==> config.mk <==
export PLATFORM = sky130hd
export DESIGN_NAME = tft_spi_flat
export DESIGN_NICKNAME = d
export VERILOG_FILES = /design/src/rtl/tft_pkg.sv /design/src/rtl/tft_spi_if.sv /design/src/rtl/tft_spi_tick.sv /design/src/rtl/tft_spi.sv /design/src/flat_wrapper.sv
export SDC_FILE = /design/constraint.sdc
export NUM_CORES = 1
export LEC_CHECK = 0
export BUFFER_PORTS_ARGS = -buffer_cell sky130_fd_sc_hd__buf_4
export CORE_UTILIZATION = 25
export CTS_CLUSTER_DIAMETER = 60
export DETAILED_ROUTE_END_ITERATION = 6
export GPL_TIMING_DRIVEN = 1
export PLACE_DENSITY = 0.44
export SLEW_MARGIN = 20
export SYNTH_ARGS = -nofsm -noshare
export SYNTH_HDL_FRONTEND = slang
export SYNTH_HIERARCHICAL = 1
export SYNTH_SLANG_ARGS = --single-unit
export TNS_END_PERCENT = 50
==> constraint.sdc <==
create_clock -name clk -period 2.3 [get_ports clk]
set_input_delay 0.46 -clock clk [delete_from_list [all_inputs] [get_ports clk]]
set_output_delay 0.46 -clock clk [all_outputs]
set_load 0.1 [all_outputs]
==> src/rtl/tft_pkg.sv <==
// Shared TFT definitions: SPI transmitter state encoding, panel command
// opcodes used by the drawing blocks, and the byte request payload.
package tft_pkg;

  typedef enum logic [1:0] {
    ST_IDLE  = 2'd0,
    ST_SHIFT = 2'd1,
    ST_HOLD  = 2'd2
  } tft_state_e;

  localparam logic [7:0] TFT_CMD_CASET = 8'h2a;  // column address set
  localparam logic [7:0] TFT_CMD_RASET = 8'h2b;  // row address set
  localparam logic [7:0] TFT_CMD_RAMWR = 8'h2c;  // memory write

  typedef struct packed {
    logic       dc;
    logic [7:0] data;
  } tft_byte_t;

endpackage

==> src/rtl/tft_spi_if.sv <==
// Byte handshake between a drawing block (master) and the SPI transmitter
// (slave).
//   tft_transmit : request to send tft_data with flag tft_dc
//   tft_dc       : 0 = command byte, 1 = data byte
//   tft_data     : byte to send
//   tft_busy     : byte in flight
interface tft_spi_if;
  logic       tft_transmit;
  logic       tft_dc;
  logic [7:0] tft_data;
  logic       tft_busy;

  modport master (output tft_transmit, output tft_dc, output tft_data, input tft_busy);
  modport slave  (input tft_transmit, input tft_dc, input tft_data, output tft_busy);
endinterface

==> src/rtl/tft_spi_tick.sv <==
// SCK half-period divider with synchronous clear.
//   clk, rst_n  : clock, async active-low reset
//   clr_i       : restart the count (held while no byte is in flight)
//   phase_end_o : registered 1-cycle pulse during the last cycle of a phase
module spi_tick #(
  parameter int unsigned CLK_DIV = 2
) (
  input  logic clk,
  input  logic rst_n,
  input  logic clr_i,
  output logic phase_end_o
);

  localparam int unsigned CW = $clog2(CLK_DIV + 1);

  logic [CW-1:0] cnt_q, cnt_d;
  logic          pe_q, pe_d;

  // Pulse is registered from the next count so it lines up with that count.
  always_comb begin
    cnt_d = cnt_q;
    if (clr_i) begin
      cnt_d = '0;
    end else if (cnt_q == CW'(CLK_DIV - 1)) begin
      cnt_d = '0;
    end else begin
      cnt_d = cnt_q + CW'(1);
    end
    pe_d = (cnt_d == CW'(CLK_DIV - 1));
  end

  always_ff @(posedge clk or negedge rst_n) begin
    if (!rst_n) begin
      cnt_q <= '0;
      pe_q  <= 1'b0;
    end else begin
      cnt_q <= cnt_d;
      pe_q  <= pe_d;
    end
  end

  assign phase_end_o = pe_q;

endmodule

==> src/rtl/tft_spi.sv <==
// Byte-level SPI mode-0 transmitter for the TFT panel, MSB first, with
// chip-select hold between bytes and a registered D/C pin.
//   clk, rst_n : clock, async active-low reset
//   bus        : byte handshake (tft_transmit/tft_dc/tft_data in, tft_busy out)
//   spi_sck    : SPI clock, idles low
//   spi_mosi   : serial data
//   spi_cs_n   : panel chip-select, active low
//   spi_dc     : panel D/C, latched at accept
module tft_spi
  import tft_pkg::*;
#(
  parameter int unsigned CLK_DIV = 2,
  parameter int unsigned CS_IDLE = 4
) (
  input  logic        clk,
  input  logic        rst_n,
  tft_spi_if.slave    bus,
  output logic        spi_sck,
  output logic        spi_mosi,
  output logic        spi_cs_n,
  output logic        spi_dc
);

  localparam int unsigned IW = (CS_IDLE > 0) ? $clog2(CS_IDLE + 1) : 1;

  tft_state_e    state_q, state_d;
  logic [7:0]    shreg_q, shreg_d;
  logic [2:0]    bit_q, bit_d;
  logic [IW-1:0] idle_q, idle_d;
  logic          busy_q, busy_d;
  logic          sck_q, sck_d;
  logic          mosi_q, mosi_d;
  logic          cs_n_q, cs_n_d;
  logic          dc_q, dc_d;

  tft_byte_t     req_c;
  logic          accept_c;
  logic          tick_clr_c;
  logic          phase_end;

  assign req_c      = {bus.tft_dc, bus.tft_data};
  assign accept_c   = (state_q == ST_IDLE || state_q == ST_HOLD) && !busy_q && bus.tft_transmit;
  assign tick_clr_c = accept_c || (state_q != ST_SHIFT);

  spi_tick #(.CLK_DIV(CLK_DIV)) u_tick (
    .clk         (clk),
    .rst_n       (rst_n),
    .clr_i       (tick_clr_c),
    .phase_end_o (phase_end)
  );

  // Next-state and output logic.
  always_comb begin
    state_d = state_q;
    shreg_d = shreg_q;
    bit_d   = bit_q;
    idle_d  = idle_q;
    busy_d  = busy_q;
    sck_d   = sck_q;
    mosi_d  = mosi_q;
    cs_n_d  = cs_n_q;
    dc_d    = dc_q;

    unique case (state_q)
      ST_IDLE, ST_HOLD: begin
        if (accept_c) begin
          shreg_d = req_c.data;
          dc_d    = req_c.dc;
          mosi_d  = req_c.data[7];
          cs_n_d  = 1'b0;
          busy_d  = 1'b1;
          sck_d   = 1'b0;
          bit_d   = 3'd0;
          state_d = ST_SHIFT;
        end else if (state_q == ST_HOLD) begin
          // Saturating idle count; CS released when it reaches CS_IDLE.
          if (idle_q != IW'(CS_IDLE)) begin
            idle_d = idle_q + IW'(1);
          end
          if (idle_d == IW'(CS_IDLE)) begin
            cs_n_d  = 1'b1;
            state_d = ST_IDLE;
          end
        end
      end

      ST_SHIFT: begin
        if (phase_end) begin
          if (!sck_q) begin
            sck_d = 1'b1;
          end else begin
            sck_d = 1'b0;
            if (bit_q == 3'd7) begin
              // Last bit done: MOSI keeps the LSB.
              busy_d = 1'b0;
              idle_d = '0;
              if (CS_IDLE == 0) begin
                cs_n_d  = 1'b1;
                state_d = ST_IDLE;
              end else begin
                state_d = ST_HOLD;
              end
            end else begin
              bit_d   = bit_q + 3'd1;
              shreg_d = {shreg_q[6:0], 1'b0};
              mosi_d  = shreg_q[6];
            end
          end
        end
      end

      default: begin
        state_d = ST_IDLE;
        cs_n_d  = 1'b1;
        busy_d  = 1'b0;
        sck_d   = 1'b0;
      end
    endcase
  end

  always_ff @(posedge clk or negedge rst_n) begin
    if (!rst_n) begin
      state_q <= ST_IDLE;
      shreg_q <= '0;
      bit_q   <= '0;
      idle_q  <= '0;
      busy_q  <= 1'b0;
      sck_q   <= 1'b0;
      mosi_q  <= 1'b0;
      cs_n_q  <= 1'b1;
      dc_q    <= 1'b0;
    end else begin
      state_q <= state_d;
      shreg_q <= shreg_d;
      bit_q   <= bit_d;
      idle_q  <= idle_d;
      busy_q  <= busy_d;
      sck_q   <= sck_d;
      mosi_q  <= mosi_d;
      cs_n_q  <= cs_n_d;
      dc_q    <= dc_d;
    end
  end

  assign bus.tft_busy = busy_q;
  assign spi_sck      = sck_q;
  assign spi_mosi     = mosi_q;
  assign spi_cs_n     = cs_n_q;
  assign spi_dc       = dc_q;

endmodule

==> src/flat_wrapper.sv <==
// flat-port wrapper written by rule: the top's interface ports become plain ports
module tft_spi_flat import tft_pkg::*;
#(
  parameter int unsigned CLK_DIV = 2,
  parameter int unsigned CS_IDLE = 4
)
  (clk, rst_n, spi_sck, spi_mosi, spi_cs_n, spi_dc, bus_tft_transmit, bus_tft_dc, bus_tft_data, bus_tft_busy);
  tft_spi_if bus_i ();
  input  logic clk;
  input  logic rst_n;
  output logic spi_sck;
  output logic spi_mosi;
  output logic spi_cs_n;
  output logic spi_dc;
  input wire logic [$bits(bus_i.tft_transmit)-1:0] bus_tft_transmit;
  input wire logic [$bits(bus_i.tft_dc)-1:0] bus_tft_dc;
  input wire logic [$bits(bus_i.tft_data)-1:0] bus_tft_data;
  output wire logic [$bits(bus_i.tft_busy)-1:0] bus_tft_busy;
  assign bus_i.tft_transmit = bus_tft_transmit;
  assign bus_i.tft_dc = bus_tft_dc;
  assign bus_i.tft_data = bus_tft_data;
  assign bus_tft_busy = bus_i.tft_busy;
  tft_spi #(.CLK_DIV(CLK_DIV), .CS_IDLE(CS_IDLE)) u_core (.clk(clk), .rst_n(rst_n), .bus(bus_i), .spi_sck(spi_sck), .spi_mosi(spi_mosi), .spi_cs_n(spi_cs_n), .spi_dc(spi_dc));
endmodule
== Word level (Yosys, flattened, before mapping) ==
Index checks and enable logic that the tools add are counted.

* Input bits: 12
* Flip-flop bits (word level): 23
* Logic and storage cells: 94
* Memory bits (writable): 0
* Memories kept: 0
* Bits in read-only memories: 0
* Output and inout port bits: 5
* Bits in latches: 0

* Magnitude comparators: 0
* Muxes and demuxes: 47
* Div/mod/pow operators: 0
* $mul: 0
* Reductions and logical operators: 15
* Bitwise gates (word level): 1
* Eq/ne operators: 17
* $add $sub $neg: 3
* Shift operators: 0

{| class="wikitable"
|+ Operator list
! cell !! number
|-
| 2-to-1 mux 3 bit || 13
|-
| 2-to-1 mux 7 bit || 4
|-
| 2-to-1 mux 2 bit || 8
|-
| 2-to-1 mux 1 bit || 14
|-
| one-hot mux 7 bit (2 select lines) || 1
|-
| one-hot mux 3 bit (2 select lines) || 2
|-
| != test 2 x 1 -> 1 bit (second input constant) || 5
|-
| AND reduction 5 bit || 2
|-
| one-hot mux 1 bit (2 select lines) || 4
|-
| adder 3 x 1 -> 3 bit (second input constant) || 2
|-
| equality test 2 x 1 -> 1 bit (second input constant) || 3
|-
| equality test 3 bit (second input constant) || 2
|-
| != test 2 bit (second input constant) || 3
|-
| != test 3 x 1 -> 1 bit (second input constant) || 2
|-
| AND reduction 6 bit || 1
|-
| one-hot mux 2 bit (2 select lines) || 1
|-
| AND reduction 2 bit || 2
|-
| AND reduction 4 bit || 1
|-
| != test 3 bit (second input constant) || 1
|-
| AND reduction 3 bit || 1
|-
| adder 2 x 1 -> 2 bit (second input constant) || 1
|-
| equality test 2 bit (second input constant) || 1
|-
| logical AND 1 bit || 2
|-
| zero test 2 bit || 1
|-
| 5 further kinds || 6
|}

== Depth between registers and ports, before layout ==
Gate-level depths: netlist of the first run.

* Depth after elaboration: 11
* Depth in mapped cells: 7
* Mapped depth without buffers: 6

== Hierarchy ==
Netlist of the first run, hierarchy kept.

{| class="wikitable"
|+ By module, submodules not included
! module !! cells an instance !! area an instance (um^2) !! instances !! sequential area each (um^2)
|-
| tft_spi || 99 || 1,037.2 || 1 || 501.7
|-
| spi_tick || 6 || 101.3 || 1 || 75.1
|}

== Least setup slack after synthesis of the first run ==
OpenSTA, ideal clock, no wires.

* Path type: flip-flop to flip-flop
* From: reg u_core.busy_q, in the netlist u_core/bus.tft_busy
* To: reg u_core.mosi_q, in the netlist u_core/spi_mosi
* Arrival time: 1.846 ns
* Slack: 0.378 ns
* Cell stages (with the launch flop): 6
* Setup time: 0.076 ns
* Data required time: 2.224 ns
* Clock period less this slack: 1.922 ns
* Buffers on the path: 1
* Cells stage by stage: dfrtp_1 and2b_1 mux2i_2 buf_4 nand2_1 o21ai_1

* Longest elaborated chain between the ends: 5

{| class="wikitable"
|+ Ends and longest elaborated chain
! element !! RTL line !! RTL
|-
| start, declared || tft_spi.sv:30 || <nowiki>logic busy_q, busy_d;</nowiki>
|-
| start signal, assigned || tft_spi.sv:137 || <nowiki>busy_q <= busy_d;</nowiki>
|-
| zero test 1 bit || tft_spi.sv:42 || <nowiki>assign accept_c = (state_q == ST_IDLE || state_q == ST_HOLD) && !busy_q && bus.tft_transmit;</nowiki>
|-
| logical AND 1 bit (2 in series) || tft_spi.sv:42 ||
|-
| != test 2 x 1 -> 1 bit (no line) || n/a ||
|-
| AND reduction 5 bit (no line) || n/a ||
|-
| end signal, assigned || tft_spi.sv:139 || <nowiki>mosi_q <= mosi_d;</nowiki>
|-
| end, declared || tft_spi.sv:32 || <nowiki>logic mosi_q, mosi_d;</nowiki>
|}

No other way between the ends.
A chain may end at the register's enable or synchronous reset.

== Worst setup path after layout of the first run ==
* From: reg u_core.bit_q[0]
* To: reg u_core.shreg_q[4]

* Longest elaborated chain between the ends: 3

{| class="wikitable"
|+ Ends and longest elaborated chain
! element !! RTL line !! RTL
|-
| start, declared || tft_spi.sv:28 || <nowiki>logic [2:0] bit_q, bit_d;</nowiki>
|-
| start signal, assigned || tft_spi.sv:135 || <nowiki>bit_q <= bit_d;</nowiki>
|-
| equality test 3 bit || tft_spi.sv:93 || <nowiki>if (bit_q == 3'd7) begin</nowiki>
|-
| != test 2 bit (no line) || n/a ||
|-
| AND reduction 5 bit (no line) || n/a ||
|-
| end signal, assigned || tft_spi.sv:134 || <nowiki>shreg_q <= shreg_d;</nowiki>
|-
| end, declared || tft_spi.sv:27 || <nowiki>logic [7:0] shreg_q, shreg_d;</nowiki>
|}

No other way between the ends.

==> summary.md, run 1 <==
| Metric | Value |
|---|---|
| Status | finished clean |
| Core region area | 0.00435 mm^2 |
| Routed Antenna Nets | 0 |
| Worst vdd ir | 470 uV |
| Final hold viol count | 0 |
| Critical Path, Cell by Cell | ha_1, ha_1, and4bb_4, mux2i_2, o21ai_0 |
| Post-synthesis xor/xnor area fraction | 0.769% |
| Synth Area in Compound Gates | 13.3% |
| Hold Buf Count CTS | 0 |
| Synth area leaders | dfrtp_1 (48%), mux2i_1 (7.9%), ha_1 (4.4%), o21ai_0 (4.4%), nand2_1 (4.0%) |
| WP data required | 2.42 ns |
| Slew @ Worst Pin | 0.674 ns |
| Via count | 811 |
| Root buffer cell | clkbuf_8 |
| Worst clock skew | 0.00325 ns |
| Mux contribution to synthesized area | 10.1% |
| Synth Warn # | 6 |
| Most frequent cells in the layout | dfrtp_1 (22), buf_4 (16), nand2_1 (12) |
| Fin cells | 175 |
| Std cell rows | 24 |
| GRT Total Usage | 9.73% |
| Lkg Pwr | 0.596 nW |
| Slowest Stage Delay on Critical Path | 0.55 ns |
| Adder-Cell Fraction of Synth Area | 4.40% |
| Worst Hold Class | input pin to asynchronous set/reset pin |
| Port Buf Inserts | 16 |
| First-pass GRT wire length | 3730 um |
| Die area | 0.00483 mm^2 |
| RSZ-0062 raised after global routing | no |
| Cts bufs inserted | 3 |
| Drt total wl | 2150 um |
| Final setup vio count | 0 |
| Syn avg cell area | 10.8 um^2 |
| Fmax | 529 MHz |
| Ratio of cells with drive above 1 in the final layout | 26.8% |
| Critical path arrival | 2.01 ns |
| Filler Cell Count | 452 |
| Final period util | 82.1% |
| Wire per inst | 12.3 um |
| Synth cell types | 35 |
| CTS tree | built |
| Crit-path max FO | 15 |
| Most common cell after layout, fill and taps aside | dfrtp_1 |
| Setup TNS | 0 ns |
| Critical Path Source Type | flip-flop |
| Insertion delay to the later sink of the worst-skew pair | 0.26 ns |
| Worst path slowest cell | mux2i_2 |
| Max-slew violations | 0 |
| Post-CTS Resized | 0 |
| Flops & latches, synth | 23 |
| Critical Path End Type | flip-flop |
| GPL Wtd Cong | 0.690 |
| Post-Syn Nets | 121 |
| Max-slew headroom | 54.2% |
| Initial Util | 26.1% |
| Largest family of logic cells by synthesized area | simple AND/OR/NAND/NOR gates |
| Layout overhead on the synthesized area | 18.7% |
| Pwr dens | 1310 mW/mm^2 |
| Tmin final | 1.89 ns |
| Synth Instances | 105 |
| Fin Hold WS | 0.0725 ns |
| Max_cap viols | 0 |
| Die span in y | 69.5 um |
| Drt pass-1 iters | 3 |
| Most used DFF post-synth | dfrtp_1 |
| # IOs | 17 |
| Crit Path Category | flip-flop to flip-flop |
| Sink Count | 23 |
| Post-synth EDFFs | 0 |
| Total grt overflow | 0 |
| Sequential fraction of the synthesis area | 50.7% |
| Largest net degree at the start of global routing | 24 |
| Dpl cells | 171 |
| Fin nets | 140 |
| Post-CTS Setup Inserts | 0 |
| Detailed Route Iter0 Violations | 16 |
| Synthesized area | 0.00114 mm^2 |
| Most frequent CP cell | ha_1 |
| Width of the die | 69.5 um |
| Clock-pin slew on the worst setup and hold paths | 0.08 ns |
| Initial antenna violation count | 0 |
| Max H-tree Level | 1 |
| Synth top area share | 48.4% |
| FFs w/ async S/R, synth | 100% |
| Vias in the first global route | 780 |
| Post-Synth Simple-Gate Area | 17.5% |
| DP HPWL | 1580 um |
| Cell taking the most area after synthesis | dfrtp_1 |
| Drc violations | 0 |
| Antenna Cells | 0 |
| DR vias/cell | 4.63 |
| Clk buf depth | 2 |
cell usage after synthesis, types with 2 or more instances:
| master | count |
|---|---|
| dfrtp_1 | 22 |
| o21ai_1 | 5 |
| nor2_1 | 7 |
| nor3_1 | 2 |
| nand2_1 | 12 |
| o21ai_0 | 10 |
| inv_2 | 2 |
| mux2i_1 | 9 |
| a21oi_1 | 4 |
| inv_1 | 3 |
| ha_1 | 4 |
| nand3_1 | 2 |
worst paths after layout:
| check | start | endpoint | slack, ns | cells past startpoint |
|---|---|---|---|---|
| max | u_core/bit_q[0] | u_core/shreg_q[4] | 0.41 | 5 |
| min | rst_n | u_core/spi_mosi | 0.07 | 1 |
| max reg2reg | u_core/bit_q[0] | u_core/shreg_q[4] | 0.41 | 5 |
| min reg2reg | u_core/u_tick/cnt_q[1] | u_core/u_tick/phase_end_o | 0.44 | 1 |
| max in group asynchronous | rst_n | u_core/spi_cs_n | 1.94 | 1 |
| min in group clk | bus_tft_dc | u_core/spi_dc | 0.43 | 2 |
layout make-up:
cell class / instances / area (um^2) / area share (%)
clock buffer: 3 / 41.3 / 3.06
multi-input combinational: 75 / 524 / 38.8
clock inverter: 1 / 5.00 / 0.370
timing repair buffer: 16 / 120 / 8.89
tap: 52 / 65.1 / 4.81
sequential: 23 / 577 / 42.7
inverter: 5 / 18.8 / 1.39
logic make-up (layout without fill, tap and decap cells):
family / after synthesis / in the layout
AND/OR/NAND/NOR: 33 / 33
AO/OA/AOI/OAI: 26 / 26
adder cells (fa/ha/maj): 4 / 4
multiplexers: 11 / 11
flip-flops: 23 / 23
XOR/XNOR: 1 / 1
buffers and inverters: 7 / 25
routing by layer:
| metal | vias to the layer above | global-route usage [%] | part of all wire, % | routed length, um |
|---|---|---|---|---|
| li1 | 408 | - | - | - |
| met1 | 393 | 12.5 | 46 | 994 |
| met5 | - | 0 | 0 | 0 |
| met3 | 4 | 2.18 | 2.3 | 49 |
| met2 | 6 | 15.4 | 50 | 1060 |
| met4 | 0 | 4.76 | 1.7 | 37 |
power by group:
part / switching (W) / internal [W] / total [W]
clock: 0.000134 / 0.000121 / 0.000255
combinational: 0.000566 / 0.000263 / 0.000829
sequential: 0.000124 / 0.000559 / 0.000683
total: 0.000823 / 0.000943 / 0.00177
state kept, by name, summed over array words and instances (netlist names):
| name | count |
|---|---|
| u_core/bit_q | 3 |
| u_core/bus.tft_busy | 1 |
| u_core/idle_q | 3 |
| u_core/shreg_q | 7 |
| u_core/spi_cs_n | 1 |
| u_core/spi_dc | 1 |
| u_core/spi_mosi | 1 |
| u_core/spi_sck | 1 |
| u_core/state_q | 2 |
| u_core/u_tick/cnt_q | 2 |
| u_core/u_tick/phase_end_o | 1 |
through the flow:
stage | setup slack [ns] | instance area [um^2] | util (%) | total power [W]
floorplan | 0.378 | 1140 | - | 0.00136
global placement | 0.490 | 1310 | 30.0 | 0.00151
detailed placement | 0.398 | 1310 | 30.0 | 0.00153
CTS | 0.384 | 1350 | 31.0 | 0.00179
global route | 0.283 | 1350 | 31.0 | 0.00189
finish | 0.411 | 1350 | 31.0 | 0.00177
worst max-delay path: cells and delay by family, from the launching register on:
kind                     cells  cell delay [ns]
AO/OA/AOI/OAI                1             0.20
flip-flops                   1             0.39
multiplexers                 1             0.55
adder cells (fa/ha/maj)      2             0.33
AND/OR/NAND/NOR              1             0.26
Power figures use the tool's default switching activity.
==> run 2, diff against run 1 <==
Settings changed: ABC_AREA set to 1.
Clock period 2.3 ns to 1.8 ns, I/O delays scaled along.
==> summary.md, run 2 <==
| Metric | Value |
|---|---|
| Port Buf Inserts | 16 |
| Max_cap viols | 0 |
| Slew @ Worst Pin | 0.305 ns |
| DR vias/cell | 4.14 |
| Worst path slowest cell | dfrtp_1 |
| Crit Path Category | flip-flop to flip-flop |
| Post-layout worst setup margin | 0.163 ns |
| Mux contribution to synthesized area | 0.896% |
| Slowest Stage Delay on Critical Path | 0.39 ns |
| Vias in the first global route | 970 |
| Hold Path End | u_core/spi_dc |
| Clk buf depth | 2 |
| Layout overhead on the synthesized area | 18.8% |
| Filler Cell Count | 516 |
| Sink Count | 23 |
| Final setup vio count | 0 |
| Largest net degree at the start of global routing | 24 |
| # IOs | 17 |
| FFs w/ async S/R, synth | 100% |
| Final hold viol count | 0 |
| Critical Path End Type | flip-flop |
| WL met3 | 89 um |
| Flops & latches, synth | 23 |
| Clock-pin slew on the worst setup and hold paths | 0.09 ns |
| Synth Warn # | 6 |
| Adder-Cell Fraction of Synth Area | 3.98% |
| HP Start | bus_tft_dc |
| Max-slew headroom | 79.7% |
| Most used DFF post-synth | dfrtp_1 |
| Antenna Cells | 0 |
| Wire per inst | 10.2 um |
| Wire length on met2 | 1200 um |
| Critical Path, Cell by Cell | ha_1, ha_1, nor2_4, nor2_4, nor2_8, nand3_1, o21ai_2 |
| Post-synthesis xor/xnor area fraction | 0% |
| Post-synth EDFFs | 0 |
| Max-slew violations | 0 |
| DP HPWL | 1730 um |
| Most frequent cells in the layout | nand2_1 (36), dfrtp_1 (22), buf_4 (17), inv_1 (17) |
| Root buffer cell | clkbuf_8 |
| Syn avg cell area | 8.85 um^2 |
| Worst reg2reg path endpoint | u_core/shreg_q[0] |
| First-pass GRT wire length | 4130 um |
| R2r worst-path depth | 7 |
| Hold Path Cell Cnt | 2 |
| Die area | 0.00531 mm^2 |
| Largest Register | u_core/shreg_q |
| Critical Path Source Type | flip-flop |
| Post-CTS Resized | 0 |
| Post-Syn Nets | 158 |
| Drt total wl | 2320 um |
| Tmin final | 1.64 ns |
| Max H-tree Level | 1 |
| Crit-path max FO | 16 |
| Total grt overflow | 0 |
| Max reg flops | 7 |
| Reg-to-Reg Start | u_core/bit_q[0] |
| Detailed Route Iter0 Violations | 24 |
| Placed cell area | 0.00144 mm^2 |
| Fin nets | 178 |
| Largest family of logic cells by synthesized area | simple AND/OR/NAND/NOR gates |
| Commonest cells in the netlist | nand2_1 (36), dfrtp_1 (22), inv_1 (17), nand3_1 (11), o21ai_0 (11) |
| Synth area leaders | dfrtp_1 (44%), nand2_1 (11%), o21ai_2 (5.6%), inv_1 (5.1%), nand3_1 (4.4%) |
| Post-layout util | 31.2% |
| Synthesized area | 0.00126 mm^2 |
| Cts bufs inserted | 3 |
| Fin Hold WS | 0.324 ns |
| Core region area | 0.00479 mm^2 |
| Sequential fraction of the synthesis area | 45.9% |
| Largest regs | u_core/shreg_q (7), u_core/bit_q (3), u_core/idle_q (3) |
| Drc violations | 0 |
| Synth Area in Compound Gates | 12.8% |
| Final period util | 91.0% |
| Drt pass-1 iters | 4 |
| Top Layer Used | met4 |
| Worst vdd ir | 766 uV |
| WP data required | 2.00 ns |
| RSZ-0062 raised after global routing | no |
| Critical path arrival | 1.84 ns |
| Worst clock skew | 0.00250 ns |
| Synth Instances | 142 |
| Initial antenna violation count | 0 |
| Post-placement worst setup slack | 0.169 ns |
| GRT Total Usage | 10.2% |
| Design area | 0.00149 mm^2 |
| Width of the die | 72.9 um |
| Ratio of cells with drive above 1 in the final layout | 29.8% |
| Std cell rows | 25 |
| Insertion delay to the later sink of the worst-skew pair | 0.26 ns |
| Pwr dens | 2020 mW/mm^2 |
| Cell taking the most area after synthesis | dfrtp_1 |
| GPL Wtd Cong | 0.779 |
| Fmax | 611 MHz |
| CTS tree | built |
| Most common cell after layout, fill and taps aside | nand2_1 |
| Die span in y | 72.9 um |
| Met1 Routed Length | 1020 um |
| Status | finished clean |
| Synth cell types | 23 |
| Routed Antenna Nets | 0 |
| Worst reg2reg setup slack | 0.16 ns |
| Worst Hold Class | input pin to flip-flop |
| Post-Synth Simple-Gate Area | 27.7% |
| Synth top area share | 43.8% |
| Setup TNS | 0 ns |
| Initial Util | 26.2% |
| Via count | 943 |
| Most common cell in the netlist | nand2_1 |
| Lkg Pwr | 0.729 nW |
## run 2: layout make-up
type | instances | area [um^2] | area share, %
well taps | 67 | 83.8 | 5.62
multi-input cells | 95 | 571 | 38.2
inverters | 21 | 78.8 | 5.28
repair buffers | 18 | 138 | 9.22
clock buffers | 4 | 45.0 | 3.02
flip-flops and latches | 23 | 577 | 38.6
## run 2: power breakdown
part	internal [W]	switching, W
logic	0.000534	0.00128
clock network	0.000158	0.000172
registers	0.000751	0.000125
total	0.00144	0.00158
## run 2: cells by family (layout without fill, tap and decap cells)
group | after synthesis | after routing
simple gates | 66 | 66
compound gates | 24 | 24
buf+inv | 24 | 43
flops | 23 | 23
fa+ha+maj | 4 | 4
mux | 1 | 1
## run 2: worst max path at each step
stage | from | endpoint | slack [ns]
2_1_floorplan | u_core/spi_sck | u_core/shreg_q[6] | 0.02
6_report | u_core/bit_q[0] | u_core/shreg_q[0] | 0.16
3_5_place_dp | u_core/bit_q[1] | u_core/shreg_q[0] | 0.17
5_1_grt | u_core/bit_q[0] | u_core/shreg_q[0] | 0.05
4_1_cts | u_core/bit_q[1] | u_core/shreg_q[0] | 0.14
3_3_place_gp | u_core/bit_q[0] | u_core/shreg_q[0] | 0.22
## run 2: per-stage QoR
step                      power [W]  instances
after floorplan             0.00245        142
after global placement      0.00270        223
after detailed placement    0.00273        223
after CTS                   0.00308        228
after global routing        0.00330        228
final                       0.00302        228
## run 2: timing repair
action / CTS / global route
setup buffers: 0 / 0
hold buffers: 1 / 0
endpoints found under the setup margin: 0 / 0
endpoints found under the hold margin: 22 / 0
## run 2: routing by layer
metal,track usage (%),vias to the layer above
met4,2.61,0
met1,11.7,444
li1,-,482
met3,2.90,2
met5,0,-
met2,18.6,15
## run 2: critical path: cells and delay by family (launching register included)
kind | cells | cell delay [ns]
compound gates | 1 | 0.07
fa+ha+maj | 2 | 0.42
flops | 1 | 0.39
simple gates | 4 | 0.69
